`src/rtl/gpu_pkg.sv`:
```
// Shared types for the memory dispatch path.
// Provides the SYNC opcode, the queued entry layout and the dispatcher state
// encoding used by memory_dispatch_queue.
package gpu_pkg;

  localparam int unsigned INSTR_W  = 32;
  localparam int unsigned PREG_W   = 16;
  localparam int unsigned OPCODE_W = 4;

  localparam logic [OPCODE_W-1:0] OP_SYNC = 4'b1111;

  // One queued instruction with its operand registers, instr in the MSBs.
  typedef struct packed {
    logic [INSTR_W-1:0] instr;
    logic [PREG_W-1:0]  reg_a;
    logic [PREG_W-1:0]  reg_b;
    logic [PREG_W-1:0]  reg_c;
  } dispatch_entry_t;

  typedef enum logic [1:0] {
    IDLE      = 2'd0,
    ISSUE     = 2'd1,
    SETTLE    = 2'd2,
    SYNC_WAIT = 2'd3
  } dispatch_state_t;

endpackage

```
`src/rtl/dispatch_fifo.sv`:
```
// Plain synchronous FIFO with occupancy count.
// Ports:
//   clk_i, rst_ni  clock, async active-low reset
//   push_i/wdata_i write request and data (ignored when full)
//   pop_i          read request (ignored when empty)
//   head_c_o       entry at the head, combinational from storage
//   count_o        registered occupancy, 0..DEPTH
//   full_c_o, empty_c_o  flags decoded from the registered count
module dispatch_fifo #(
  parameter int unsigned WIDTH = 80,
  parameter int unsigned DEPTH = 4
) (
  input  logic                     clk_i,
  input  logic                     rst_ni,
  input  logic                     push_i,
  input  logic [WIDTH-1:0]         wdata_i,
  input  logic                     pop_i,
  output logic [WIDTH-1:0]         head_c_o,
  output logic [$clog2(DEPTH):0]   count_o,
  output logic                     full_c_o,
  output logic                     empty_c_o
);

  localparam int unsigned AW = $clog2(DEPTH);
  localparam int unsigned CW = AW + 1;

  logic [WIDTH-1:0] mem_q [DEPTH];
  logic [AW-1:0]    wr_ptr_q, wr_ptr_d;
  logic [AW-1:0]    rd_ptr_q, rd_ptr_d;
  logic [CW-1:0]    count_q, count_d;
  logic             push_ok, pop_ok;

  assign full_c_o  = (count_q == CW'(DEPTH));
  assign empty_c_o = (count_q == '0);
  assign head_c_o  = mem_q[rd_ptr_q];
  assign count_o   = count_q;

  // A full FIFO refuses the push even when a pop happens in the same cycle.
  assign push_ok = push_i && !full_c_o;
  assign pop_ok  = pop_i && !empty_c_o;

  // Pointer/count next state; DEPTH is a power of 2 so pointers wrap naturally.
  always_comb begin
    wr_ptr_d = wr_ptr_q;
    rd_ptr_d = rd_ptr_q;
    count_d  = count_q;
    if (push_ok) wr_ptr_d = AW'(wr_ptr_q + 1'b1);
    if (pop_ok)  rd_ptr_d = AW'(rd_ptr_q + 1'b1);
    count_d = CW'(count_q + CW'(push_ok) - CW'(pop_ok));
  end

  always_ff @(posedge clk_i or negedge rst_ni) begin
    if (!rst_ni) begin
      wr_ptr_q <= '0;
      rd_ptr_q <= '0;
      count_q  <= '0;
    end else begin
      wr_ptr_q <= wr_ptr_d;
      rd_ptr_q <= rd_ptr_d;
      count_q  <= count_d;
    end
  end

  // Storage needs no reset; occupancy guards every read.
  always_ff @(posedge clk_i) begin
    if (push_ok) mem_q[wr_ptr_q] <= wdata_i;
  end

endmodule

```
`src/rtl/memory_dispatch_queue.sv`:
```
// Buffers memory-bound instructions from controller and dispatches them to
// memory one at a time while memory is idle. SYNC entries are consumed here
// and stall dispatch until memory has been idle for SYNC_HOLD straight cycles.
// Ports:
//   clk_in, rst_in                      clock, async active-low reset
//   instr_in, reg_*_in, instr_valid_in  push side from controller
//   ready_out                           queue not full
//   memory_idle_in                      idle flag from memory
//   instr_out, reg_*_out                last dispatched entry (held)
//   instr_valid_out                     one-cycle dispatch pulse
//   queue_count_out                     current occupancy
//   sync_busy_out                       high while waiting out a SYNC
module memory_dispatch_queue
  import gpu_pkg::*;
#(
  parameter int unsigned INSTRUCTION_WIDTH = INSTR_W,
  parameter int unsigned PRIVATE_REG_WIDTH = PREG_W,
  parameter int unsigned QUEUE_DEPTH       = 4,
  parameter int unsigned SYNC_HOLD         = 4
) (
  input  logic                            clk_in,
  input  logic                            rst_in,
  input  logic [INSTRUCTION_WIDTH-1:0]    instr_in,
  input  logic [PRIVATE_REG_WIDTH-1:0]    reg_a_in,
  input  logic [PRIVATE_REG_WIDTH-1:0]    reg_b_in,
  input  logic [PRIVATE_REG_WIDTH-1:0]    reg_c_in,
  input  logic                            instr_valid_in,
  output logic                            ready_out,
  input  logic                            memory_idle_in,
  output logic [INSTRUCTION_WIDTH-1:0]    instr_out,
  output logic [PRIVATE_REG_WIDTH-1:0]    reg_a_out,
  output logic [PRIVATE_REG_WIDTH-1:0]    reg_b_out,
  output logic [PRIVATE_REG_WIDTH-1:0]    reg_c_out,
  output logic                            instr_valid_out,
  output logic [$clog2(QUEUE_DEPTH):0]    queue_count_out,
  output logic                            sync_busy_out
);

  localparam int unsigned EW = INSTRUCTION_WIDTH + 3 * PRIVATE_REG_WIDTH;
  localparam int unsigned CW = $clog2(QUEUE_DEPTH) + 1;
  localparam int unsigned HW = $clog2(SYNC_HOLD + 1);
  localparam int unsigned RW = PRIVATE_REG_WIDTH;

  logic [EW-1:0]       head;
  logic [CW-1:0]       fifo_count;
  logic                fifo_full, fifo_empty;
  logic                pop;
  logic [OPCODE_W-1:0] head_op;

  dispatch_state_t     state_q, state_d;
  logic [HW-1:0]       hold_q, hold_d;
  logic                valid_q, valid_d;
  logic                busy_q, busy_d;
  logic [INSTRUCTION_WIDTH-1:0] instr_q;
  logic [RW-1:0]       reg_a_q, reg_b_q, reg_c_q;

  dispatch_fifo #(
    .WIDTH (EW),
    .DEPTH (QUEUE_DEPTH)
  ) u_fifo (
    .clk_i     (clk_in),
    .rst_ni    (rst_in),
    .push_i    (instr_valid_in),
    .wdata_i   ({instr_in, reg_a_in, reg_b_in, reg_c_in}),
    .pop_i     (pop),
    .head_c_o  (head),
    .count_o   (fifo_count),
    .full_c_o  (fifo_full),
    .empty_c_o (fifo_empty)
  );

  // Opcode occupies the top nibble (bits [0:3] in controller's MSB-first view).
  assign head_op = head[EW-1 -: OPCODE_W];

  // Dispatcher next-state: SYNC is popped regardless of memory_idle_in.
  always_comb begin
    state_d = state_q;
    hold_d  = hold_q;
    pop     = 1'b0;
    valid_d = 1'b0;
    unique case (state_q)
      IDLE: begin
        if (!fifo_empty) begin
          if (head_op == OP_SYNC) begin
            pop     = 1'b1;
            hold_d  = '0;
            state_d = SYNC_WAIT;
          end else if (memory_idle_in) begin
            pop     = 1'b1;
            valid_d = 1'b1;
            state_d = ISSUE;
          end
        end
      end
      ISSUE:  state_d = SETTLE;
      // memory has not yet registered the instruction, so idle is stale here
      SETTLE: state_d = IDLE;
      SYNC_WAIT: begin
        hold_d = memory_idle_in ? HW'(hold_q + 1'b1) : '0;
        if (hold_d == HW'(SYNC_HOLD)) state_d = IDLE;
      end
      default: state_d = IDLE;
    endcase
    busy_d = (state_d == SYNC_WAIT);
  end

  always_ff @(posedge clk_in or negedge rst_in) begin
    if (!rst_in) begin
      state_q <= IDLE;
      hold_q  <= '0;
      valid_q <= 1'b0;
      busy_q  <= 1'b0;
      instr_q <= '0;
      reg_a_q <= '0;
      reg_b_q <= '0;
      reg_c_q <= '0;
    end else begin
      state_q <= state_d;
      hold_q  <= hold_d;
      valid_q <= valid_d;
      busy_q  <= busy_d;
      // Data registers only change on a real dispatch and hold otherwise.
      if (valid_d) begin
        instr_q <= head[EW-1 -: INSTRUCTION_WIDTH];
        reg_a_q <= head[3*RW-1 -: RW];
        reg_b_q <= head[2*RW-1 -: RW];
        reg_c_q <= head[RW-1:0];
      end
    end
  end

  assign ready_out       = !fifo_full;
  assign queue_count_out = fifo_count;
  assign instr_valid_out = valid_q;
  assign sync_busy_out   = busy_q;
  assign instr_out       = instr_q;
  assign reg_a_out       = reg_a_q;
  assign reg_b_out       = reg_b_q;
  assign reg_c_out       = reg_c_q;

endmodule
```
`config.mk`:
```
export PLATFORM = sky130hd
export DESIGN_NAME = memory_dispatch_queue
export DESIGN_NICKNAME = d
export VERILOG_FILES = /design/src/rtl/gpu_pkg.sv /design/src/rtl/dispatch_fifo.sv /design/src/rtl/memory_dispatch_queue.sv
export SDC_FILE = /design/constraint.sdc
export NUM_CORES = 1
export LEC_CHECK = 0
export ABC_AREA = 1
export CAP_MARGIN = 20
export CELL_PAD_IN_SITES_DETAIL_PLACEMENT = 1
export CELL_PAD_IN_SITES_GLOBAL_PLACEMENT = 2
export CORE_MARGIN = 2
export CORE_UTILIZATION = 43
export DETAILED_ROUTE_END_ITERATION = 10
export DONT_BUFFER_PORTS = 1
export PLACE_DENSITY = 0.79
export SYNTH_ARGS = -nofsm -noshare
export SYNTH_HDL_FRONTEND = slang
export SYNTH_SLANG_ARGS = --single-unit
```
`constraint.sdc`:
```
create_clock -name clk_in -period 6 [get_ports clk_in]
set_input_delay 1.2 -clock clk_in [delete_from_list [all_inputs] [get_ports clk_in]]
set_output_delay 1.2 -clock clk_in [all_outputs]
set_load 0.05 [all_outputs]
```
After elaboration in Yosys (flattened, before gate mapping)
Memories as Yosys holds them, arrays and structs flattened.
Index checks and enable logic that the tools add are counted.
{ "word_totals": {"reg_bits": 94, "ramBits": 320, "input_bits": 84, "output_inout_bits": 86, "wordCells": 52, "mem_count": 1} }
{ "mem_list": {"columns": ["name", "depth", "width", "read_ports", "rd_ports_with_merged_regs", "wr", "line_no", "source"], "rows": [
  ["u_fifo.mem_q", 4, 80, 1, 0, 1, "dispatch_fifo.sv:27", "logic [WIDTH-1:0] mem_q [DEPTH];"]
]} }
{ "classes": {"n_addsub": 5, "eq_ne": 9, "mux": 18, "reduce_logical": 8} }
{ "op_table": {"columns": ["op", "n"], "rows": [
  ["$mux W1", 9],
  ["$mux W3", 3],
  ["$mux W2", 4],
  ["$pmux W2 S4", 1],
  ["$eq A2 B2 Y1 const B", 3],
  ["$eq A3 B3 Y1 const B", 2],
  ["$pmux W3 S2", 1],
  ["$add A2 B1 Y2 const B", 2],
  ["$eq A4 B4 Y1 const B", 1],
  ["$ne A2 B2 Y1 const B", 2],
  ["$add A3 B1 Y3", 1],
  ["$add A3 B1 Y3 const B", 1],
  ["$logic_not A3 Y1", 1],
  ["$reduce_and A3 Y1", 1],
  ["$sub A3 B1 Y3", 1],
  ["$eq A2 B1 Y1 const B", 1],
  ["$logic_and A1 B1 Y1", 2],
  ["$logic_not A1 Y1", 2],
  ["$logic_not A2 Y1", 1],
  ["$reduce_bool A2 Y1", 1]
]} }

Longest topological paths before layout
Gate-level depths: netlist of the first run.
An unclocked memory read counts as a cell.
{ "depth": {"word_depth": 7, "mapped_depth": 14, "mapped_depth_nobuf": 12} }

By module
A second synthesis of the first run with hierarchy kept.
{ "hier_totals": {"hier_cells": 1457, "area_unflattened_um2": 16373.2} }
{ "by_module_without_submodules": {"columns": ["module", "instances", "cells_per_inst", "area_per_inst_um2", "seq_area_each_um2"], "rows": [
  ["dispatch_fifo", 1, 1071, 12962.4, 9784.4],
  ["memory_dispatch_queue", 1, 386, 3410.8, 2177.1]
]} }

Worst setup path before layout of the first run
OpenSTA, ideal clock, no wires.
{ "synth_path": {"kind": "reg2reg", "startpoint": "register u_fifo.count_q[1], in the netlist u_fifo.count_o[1]", "endpoint": "memory u_fifo.mem_q[0][0], enable pin", "setup_time_ps": 519, "t_arrival_ps": 4877, "t_required_ps": 5481, "setup_slack_ps": 604, "path_stages_with_launch": 5, "n_path_buf": 0, "synth_period_minus_slack_ps": 5396, "path_cell_list": "dfrtp_1 -> inv_1 -> nand3_1 -> nand2_1 -> nor2_1"} }
{ "synth_between": {"elab_chain_len": 5} }
{ "synth_lines": {"columns": ["element", "line_no", "source"], "rows": [
  ["from (decl)", "dispatch_fifo.sv:30", "logic [CW-1:0] count_q, count_d;"],
  ["from (signal assigned)", "dispatch_fifo.sv:60", "count_q <= count_d;"],
  ["$eq A3 B3 Y1", "dispatch_fifo.sv:33", "assign full_c_o = (count_q == CW'(DEPTH));"],
  ["$logic_not A1 Y1", null, null],
  ["net ready_out", "memory_dispatch_queue.sv:28", "output logic ready_out,"],
  ["$logic_and A1 B1 Y1", "dispatch_fifo.sv:39", "assign push_ok = push_i && !full_c_o;"],
  ["$mux W1", "dispatch_fifo.sv:66", "if (push_ok) mem_q[wr_ptr_q] <= wdata_i;"],
  ["$mux W1 (not written as such)", "dispatch_fifo.sv:66", null],
  ["to (decl)", "dispatch_fifo.sv:27", null]
]} }
The timed path passes the listed nets, and every way through them passes these cells.

Worst setup path after layout of the first run
{ "layout_path": {"startpoint": "register u_fifo.count_q[1], in the netlist u_fifo.count_o[1]", "endpoint": "memory u_fifo.mem_q[1][30], enable pin"} }
Same word-level chain as after synthesis.

==> flow_metrics.env, run 1 <==
export IMPL_place_ws_ns=2.42
export IMPL_critPathLaunchType="register"
export IMPL_hold_class="primary input to async pin"
export IMPL_period_needed_ns=3.54
export IMPL_area_delta_synth_final_pct=11.4
export IMPL_fmax_mhz=282
export IMPL_core_area_um2=35700
export IMPL_ys_ff_latch=414
export IMPL_drc_errors=0
export IMPL_worstPathRequired_ns=6.18
export IMPL_max_stage_delay_ns=0.67
export IMPL_grt_ovfl_total=0
export IMPL_rsz0062_at_grt="false"
export IMPL_clockBufferDepth=3
export IMPL_p_switching_mw=4.10
export IMPL_grt_pass1_vias=9759
export IMPL_final_setup_worst_slack_ns=2.46
export IMPL_wl_um=36500
export IMPL_most_common_layout_cells="edfxtp_1, nand2_1, o21ai_0, nor2_1, dfrtp_1"
export IMPL_die_area_um2=37900
export IMPL_layout_drive_gt1_share=0.0802
export IMPL_io_buffer_count=0
export IMPL_cts_tree="done"
export IMPL_ys_seq_area_frac=0.765
export IMPL_rows=69
export IMPL_num_antenna_cells=0
export IMPL_die_y_um=195
export IMPL_die_w_um=195
export IMPL_crit_arrival_ns=3.72
export IMPL_ir_drop_uv=353
export IMPL_synth_distinct_cells=28
export IMPL_antenna_left=0
export IMPL_drtIter0Drc=387
export IMPL_numCtsBuffers=45
export IMPL_cts_root_buf="clkbuf_16"
export IMPL_start_util=0.438
export IMPL_wire_per_inst_um=21.5
export IMPL_end_kind="register"
export IMPL_syn_nets=1298
export IMPL_h_tree_depth=2
export IMPL_synth_area_top_cells="edfxtp_1, dfrtp_1, nand2_1"
export IMPL_dp_hpwl_um=19400
export IMPL_ys_flop_type="edfxtp_1"
export IMPL_crit_top_cell="buf_4"
export IMPL_fin_setup_tns_ns=0
export IMPL_period_share=0.590
export IMPL_layout_commonest_cell="edfxtp_1"
export IMPL_crit_chain="inv_1 -> nand3_1 -> nand2_1 -> nor2_4 -> buf_4 -> buf_4"
export IMPL_fin_skew_ns=0.0167
export IMPL_pwr_share_comb=0.234
export IMPL_power_frac_seq=0.511
export IMPL_reg2regPathDepth=6
export IMPL_grt_pass1_wl_um=57100
export IMPL_final_setup_viol_count=0
export IMPL_firstDrtPassIters=4
export IMPL_worst_slew_pin_slew_ns=1.08
export IMPL_relSlewSlack=0.278
export IMPL_vias_per_cell=5.40
export IMPL_maxSlewViolCount=0
export IMPL_cts_setup_buffers=0
export IMPL_io_pins=170
export IMPL_critPathMaxFanout=42
export IMPL_grt_total_usage=0.198
export IMPL_r2r_slack_ns=2.46
export IMPL_grt_start_max_net_pins=106
export IMPL_synth_async_reset_ratio=0.227
export IMPL_worst_r2r_endpoint="u_fifo.mem_q[1][30]"
export IMPL_synth_top_cell_by_area="edfxtp_1"
export IMPL_hold_viol=0
export IMPL_netlist_area_leader_share=0.615
export IMPL_cts_sinks=414
export IMPL_syn_avg_cell_area_um2=13.0
export IMPL_p_int_mw=6.08
export IMPL_yosysWarnings=0
export IMPL_cts_resized=0
export IMPL_critical_path_class="register to register"
export IMPL_timing_rr_start="u_fifo.count_o[1]"
export IMPL_cts_hold_fix_buffers=0
export IMPL_status="complete, no violations"
export IMPL_nNetsFinal=1290
export IMPL_place_congestion=0.712
export IMPL_power_clock_fraction=0.256
export IMPL_synth_edff_count=320
export IMPL_clkLatencyLatePin_ns=0.55
export IMPL_switching_share=0.403
export IMPL_clk_pin_slew_worst_paths_ns=0.06
export IMPL_antenna_found_initial=0
export IMPL_vias=9151
export IMPL_max_cap_violations=0
export IMPL_leakagePower_nw=6.43
export IMPL_mappedNetlistArea_um2=15600
export IMPL_cpMaxStageDelayCell="dfrtp_1"
export IMPL_powerDensity_nw_per_um2=585
export IMPL_syn_instance_count=1206
==> state kept, by name, summed over array words and instances, names as in the netlist <==
signal	flops
instr_valid_out	1
sync_busy_out	1
reg_c_out	16
u_fifo.mem_q	320
hold_q	3
instr_out	32
u_fifo.rd_ptr_q	2
reg_a_out	16
u_fifo.wr_ptr_q	2
u_fifo.count_o	3
reg_b_out	16
state_q	2
==> routing by layer <==
| layer | global-route usage | vias to the layer above | share of wire |
|---|---|---|---|
| li1 | - | 4238 | - |
| met1 | 0.227 | 4666 | 0.40 |
| met2 | 0.355 | 195 | 0.51 |
| met3 | 0.0583 | 52 | 0.065 |
| met4 | 0.0624 | 0 | 0.023 |
| met5 | 0 | - | 0 |
==> power by group through the flow <==
stage / clock, mW / sequential (mW) / combinational (mW)
floorplan: 0 / 5.15 / 1.82
global placement: 0 / 5.25 / 2.36
detailed placement: 0 / 5.27 / 2.44
CTS: 2.68 / 5.22 / 2.45
global route: 2.79 / 5.28 / 2.75
finish: 2.60 / 5.20 / 2.38
==> through the flow <==
stage	instance area, µm²	instances	power (mW)	hold slack [ns]	util
3_5_place_dp	16000	1612	7.71	0.527	0.449
6_report	17400	1696	10.2	0.345	0.488
2_1_floorplan	15600	1206	6.97	0.482	-
4_1_cts	17400	1696	10.3	0.313	0.488
3_3_place_gp	16000	1612	7.61	0.516	0.449
5_1_grt	17400	1696	10.8	0.319	0.488
==> cells by family after synthesis <==
logic type | Yosys count | synth area share
compound gates | 240 | 0.0831
xor+xnor | 4 | 0.00224
fa+ha+maj | 8 | 0.00689
buf+inv | 89 | 0.0290
flops | 414 | 0.765
simple gates | 451 | 0.113
==> synth_stat cells, types with 2 or more instances <==
master / instances
ha_1: 7
nand2_1: 256
nand2_2: 13
edfxtp_1: 320
buf_2: 21
buf_4: 8
nor2_1: 163
nand3_1: 14
xor2_1: 3
inv_1: 17
inv_2: 2
a21oi_1: 3
buf_6: 6
o21ai_0: 160
dfrtp_1: 94
clkbuf_1: 32
o22ai_1: 76
==> critical path: cells and delay by family (launching register included) <==
kind	cells	cell delay, ns
buffers and inverters	3	1.38
DFF	1	0.67
and+or+nand+nor	3	1.05
==> layout make-up <==
cell class | instances | area [µm²]
clock buffer | 71 | 1320
clock inverter | 13 | 87.6
fill | 3577 | 18300
inverter | 20 | 81.3
multi-input combinational | 703 | 3240
sequential | 414 | 12000
tap | 461 | 577
timing repair buffer | 14 | 130
==> worst max-delay path by stage <==
| stage | from | endpoint | slack [ns] | cells past startpoint |
|---|---|---|---|---|
| 2_1_floorplan | u_fifo.count_o[1] | u_fifo.mem_q[0][0] | 0.60 | 4 |
| 3_3_place_gp | u_fifo.count_o[1] | u_fifo.mem_q[1][23] | 2.45 | 6 |
| 3_5_place_dp | u_fifo.count_o[1] | u_fifo.mem_q[1][23] | 2.42 | 6 |
| 4_1_cts | u_fifo.count_o[1] | u_fifo.mem_q[1][12] | 2.41 | 6 |
| 5_1_grt | u_fifo.count_o[1] | u_fifo.mem_q[1][12] | 2.24 | 6 |
| 6_report | u_fifo.count_o[1] | u_fifo.mem_q[1][30] | 2.46 | 6 |
(Power assumes the default switching activity.)
==> inputs of run 2 (changes only) <==
--- a/config.mk
+++ b/config.mk
@@ -10,10 +10,10 @@
 export CELL_PAD_IN_SITES_DETAIL_PLACEMENT = 1
 export CELL_PAD_IN_SITES_GLOBAL_PLACEMENT = 2
 export CORE_MARGIN = 2
-export CORE_UTILIZATION = 43
+export CORE_UTILIZATION = 39
 export DETAILED_ROUTE_END_ITERATION = 10
 export DONT_BUFFER_PORTS = 1
-export PLACE_DENSITY = 0.79
+export PLACE_DENSITY = 0.75
 export SYNTH_ARGS = -nofsm -noshare
 export SYNTH_HDL_FRONTEND = slang
 export SYNTH_SLANG_ARGS = --single-unit
==> constraint.sdc (replaced) <==
create_clock -name clk_in -period 3 [get_ports clk_in]
set_input_delay 0.6 -clock clk_in [delete_from_list [all_inputs] [get_ports clk_in]]
set_output_delay 0.6 -clock clk_in [all_outputs]
set_load 0.05 [all_outputs]
==> run 2 against run 1 <==
Net effect: worst setup slack got worse by 2.2 ns; final area rose by 2.6%; final cell count rose by 4.5%; combinational power rose by 110%; utilization fell by 3.8 points; register-to-register slack got worse by 2.2 ns; critical endpoint is now u_fifo.count_o[2]; maximum frequency rose by 30%; global-route usage fell by 1.8 points; power rose by 110%; non-clock buffer count rose by 13; via count fell by 0.27%; critical path type unchanged.
==> flow_metrics.env, run 2 (synthesis results as in run 1) <==
export IMPL_numCtsBuffers=45
export IMPL_power_clock_fraction=0.271
export IMPL_r2r_slack_ns=0.27
export IMPL_layout_commonest_cell="edfxtp_1"
export IMPL_crit_chain="inv_6 -> nand2_1 -> nand3_1 -> nand2_1 -> nor2_1 -> nand3_1 -> nand2_1 -> ha_1 -> inv_1 -> ha_1 -> fa_1 -> xor2_1"
export IMPL_max_stage_delay_ns=0.55
export IMPL_whs_endpoint="u_fifo.mem_q[1][72]"
export IMPL_critical_path_class="register to register"
export IMPL_wire_per_inst_um=20.8
export IMPL_clk_pin_slew_worst_paths_ns=0.06
export IMPL_met3_length_um=2280
export IMPL_grt_total_usage=0.179
export IMPL_antenna_found_initial=0
export IMPL_drtIter0Drc=417
export IMPL_dr_wl_met2_um=18200
export IMPL_grt_ovfl_total=0
export IMPL_dp_hpwl_um=20700
export IMPL_switching_share=0.395
export IMPL_drc_errors=0
export IMPL_start_util=0.394
export IMPL_cts_root_buf="clkbuf_16"
export IMPL_rows=73
export IMPL_fillers=4043
export IMPL_firstDrtPassIters=5
export IMPL_grt_pass1_vias=9778
export IMPL_top_layer_used="met4"
export IMPL_wl_um=36800
export IMPL_hold_class="primary input to register"
export IMPL_area_delta_synth_final_pct=14.3
export IMPL_cts_setup_buffers=0
export IMPL_worstPathRequired_ns=3.43
export IMPL_cts_hold_fix_buffers=2
export IMPL_timing_rr_start="u_fifo.rd_ptr_q[0]"
export IMPL_core_area_um2=39600
export IMPL_cts_resized=0
export IMPL_die_y_um=204
export IMPL_layout_drive_gt1_share=0.102
export IMPL_place_congestion=0.720
export IMPL_power_frac_seq=0.488
export IMPL_placed_cells=1687
export IMPL_cts_sinks=414
export IMPL_worst_slew_pin_slew_ns=0.893
export IMPL_fin_setup_tns_ns=0
export IMPL_io_buffer_count=0
export IMPL_status="complete, no violations"
export IMPL_die_w_um=204
export IMPL_worst_r2r_endpoint="u_fifo.count_o[2]"
export IMPL_die_area_um2=41700
export IMPL_final_setup_viol_count=0
export IMPL_io_pins=170
export IMPL_period_share=0.909
export IMPL_powerDensity_nw_per_um2=1180
export IMPL_fmax_mhz=367
export IMPL_rsz0062_at_grt="false"
export IMPL_h_tree_depth=2
export IMPL_grt_start_max_net_pins=95
export IMPL_critPathMaxFanout=27
export IMPL_p_int_mw=12.8
export IMPL_maxSlewViolCount=0
export IMPL_crit_family="simple AND/OR/NAND/NOR gates"
export IMPL_vias_per_cell=5.15
export IMPL_leakagePower_nw=6.60
export IMPL_worstHoldPathCells=0
export IMPL_fin_skew_ns=0.0113
export IMPL_num_antenna_cells=0
export IMPL_max_cap_violations=0
export IMPL_vias=9126
export IMPL_grt_pass1_wl_um=56800
export IMPL_crit_path_start="u_fifo.rd_ptr_q[0]"
export IMPL_fin_cells=1772
export IMPL_path_depth=12
export IMPL_clkLatencyLatePin_ns=0.56
export IMPL_antenna_left=0
export IMPL_crit_arrival_ns=3.16
export IMPL_cts_tree="done"
export IMPL_crit_top_cell="nand2_1"
export IMPL_hold_viol=0
export IMPL_cpMaxStageDelayCell="dfrtp_4"
export IMPL_min_delay_start="instr_in[24]"
export IMPL_clockBufferDepth=3
export IMPL_reg2regPathDepth=12
export IMPL_pwr_share_comb=0.241
export IMPL_p_switching_mw=8.34
export IMPL_relSlewSlack=0.405
export IMPL_wl_met1_um=15500
export IMPL_largest_reg_flops=320
export IMPL_path_buf_inv=2
export IMPL_ir_drop_uv=504
export IMPL_end_kind="register"
export IMPL_regMostFlops="u_fifo.mem_q"
export IMPL_nNetsFinal=1303
export IMPL_most_common_layout_cells="edfxtp_1, nand2_1, o21ai_0, nor2_1, dfrtp_1"
export IMPL_period_needed_ns=2.73
export IMPL_critPathLaunchType="register"
-- run 2: changes by cell type in the layout (fill, tap and decap cells not counted), moves of 3 or more --
cell       before  now
buf_12          2   10
buf_4          12   15
bufinv_16       1    6
clkbuf_1       19    9
clkinv_1        5    1
clkinv_2        7   10
dfrtp_2         0    3
-- run 2: final cells by class --
cell class	instances	area (µm²)	area share
Tap cell	525	657	0.0368
Multi-Input combinational cell	703	3250	0.182
Clock buffer	62	1280	0.0718
Timing Repair Buffer	27	350	0.0196
Clock inverter	21	270	0.0151
Sequential cell	414	12000	0.670
Inverter	20	81.3	0.00455
-- run 2: per-stage QoR --
stage	total power, mW	setup slack, ns	instance area [µm²]	util	hold slack, ns
after detailed placement	15.6	0.256	16300	0.410	0.308
after floorplan	13.9	0.0719	15700	-	0.304
after CTS	21.5	0.253	17900	0.450	0.0903
after global placement	15.4	0.363	16300	0.410	0.307
after global routing	22.4	0.0244	17900	0.450	0.100
final	21.1	0.273	17900	0.450	0.130
-- run 2: power groups by stage --
stage / registers, mW / logic (mW) / clock network [mW]
4_1_cts: 10.3 / 5.26 / 5.88
2_1_floorplan: 10.2 / 3.68 / 0
6_report: 10.3 / 5.08 / 5.72
3_3_place_gp: 10.4 / 5.04 / 0
5_1_grt: 10.4 / 5.85 / 6.08
3_5_place_dp: 10.4 / 5.19 / 0
-- run 2: metal layers --
metal	global-route usage	vias to the layer above
li1	-	4255
met1	0.221	4643
met2	0.308	184
met3	0.0470	44
met4	0.0577	0
met5	0	-
-- run 2: worst max path at each step --
stage                              end  slack (ns)
global placement     u_fifo.count_o[2]        0.36
finish               u_fifo.count_o[2]        0.27
global route         u_fifo.count_o[2]        0.02
floorplan           u_fifo.mem_q[0][0]        0.07
CTS                  u_fifo.count_o[2]        0.25
detailed placement   u_fifo.count_o[2]        0.26
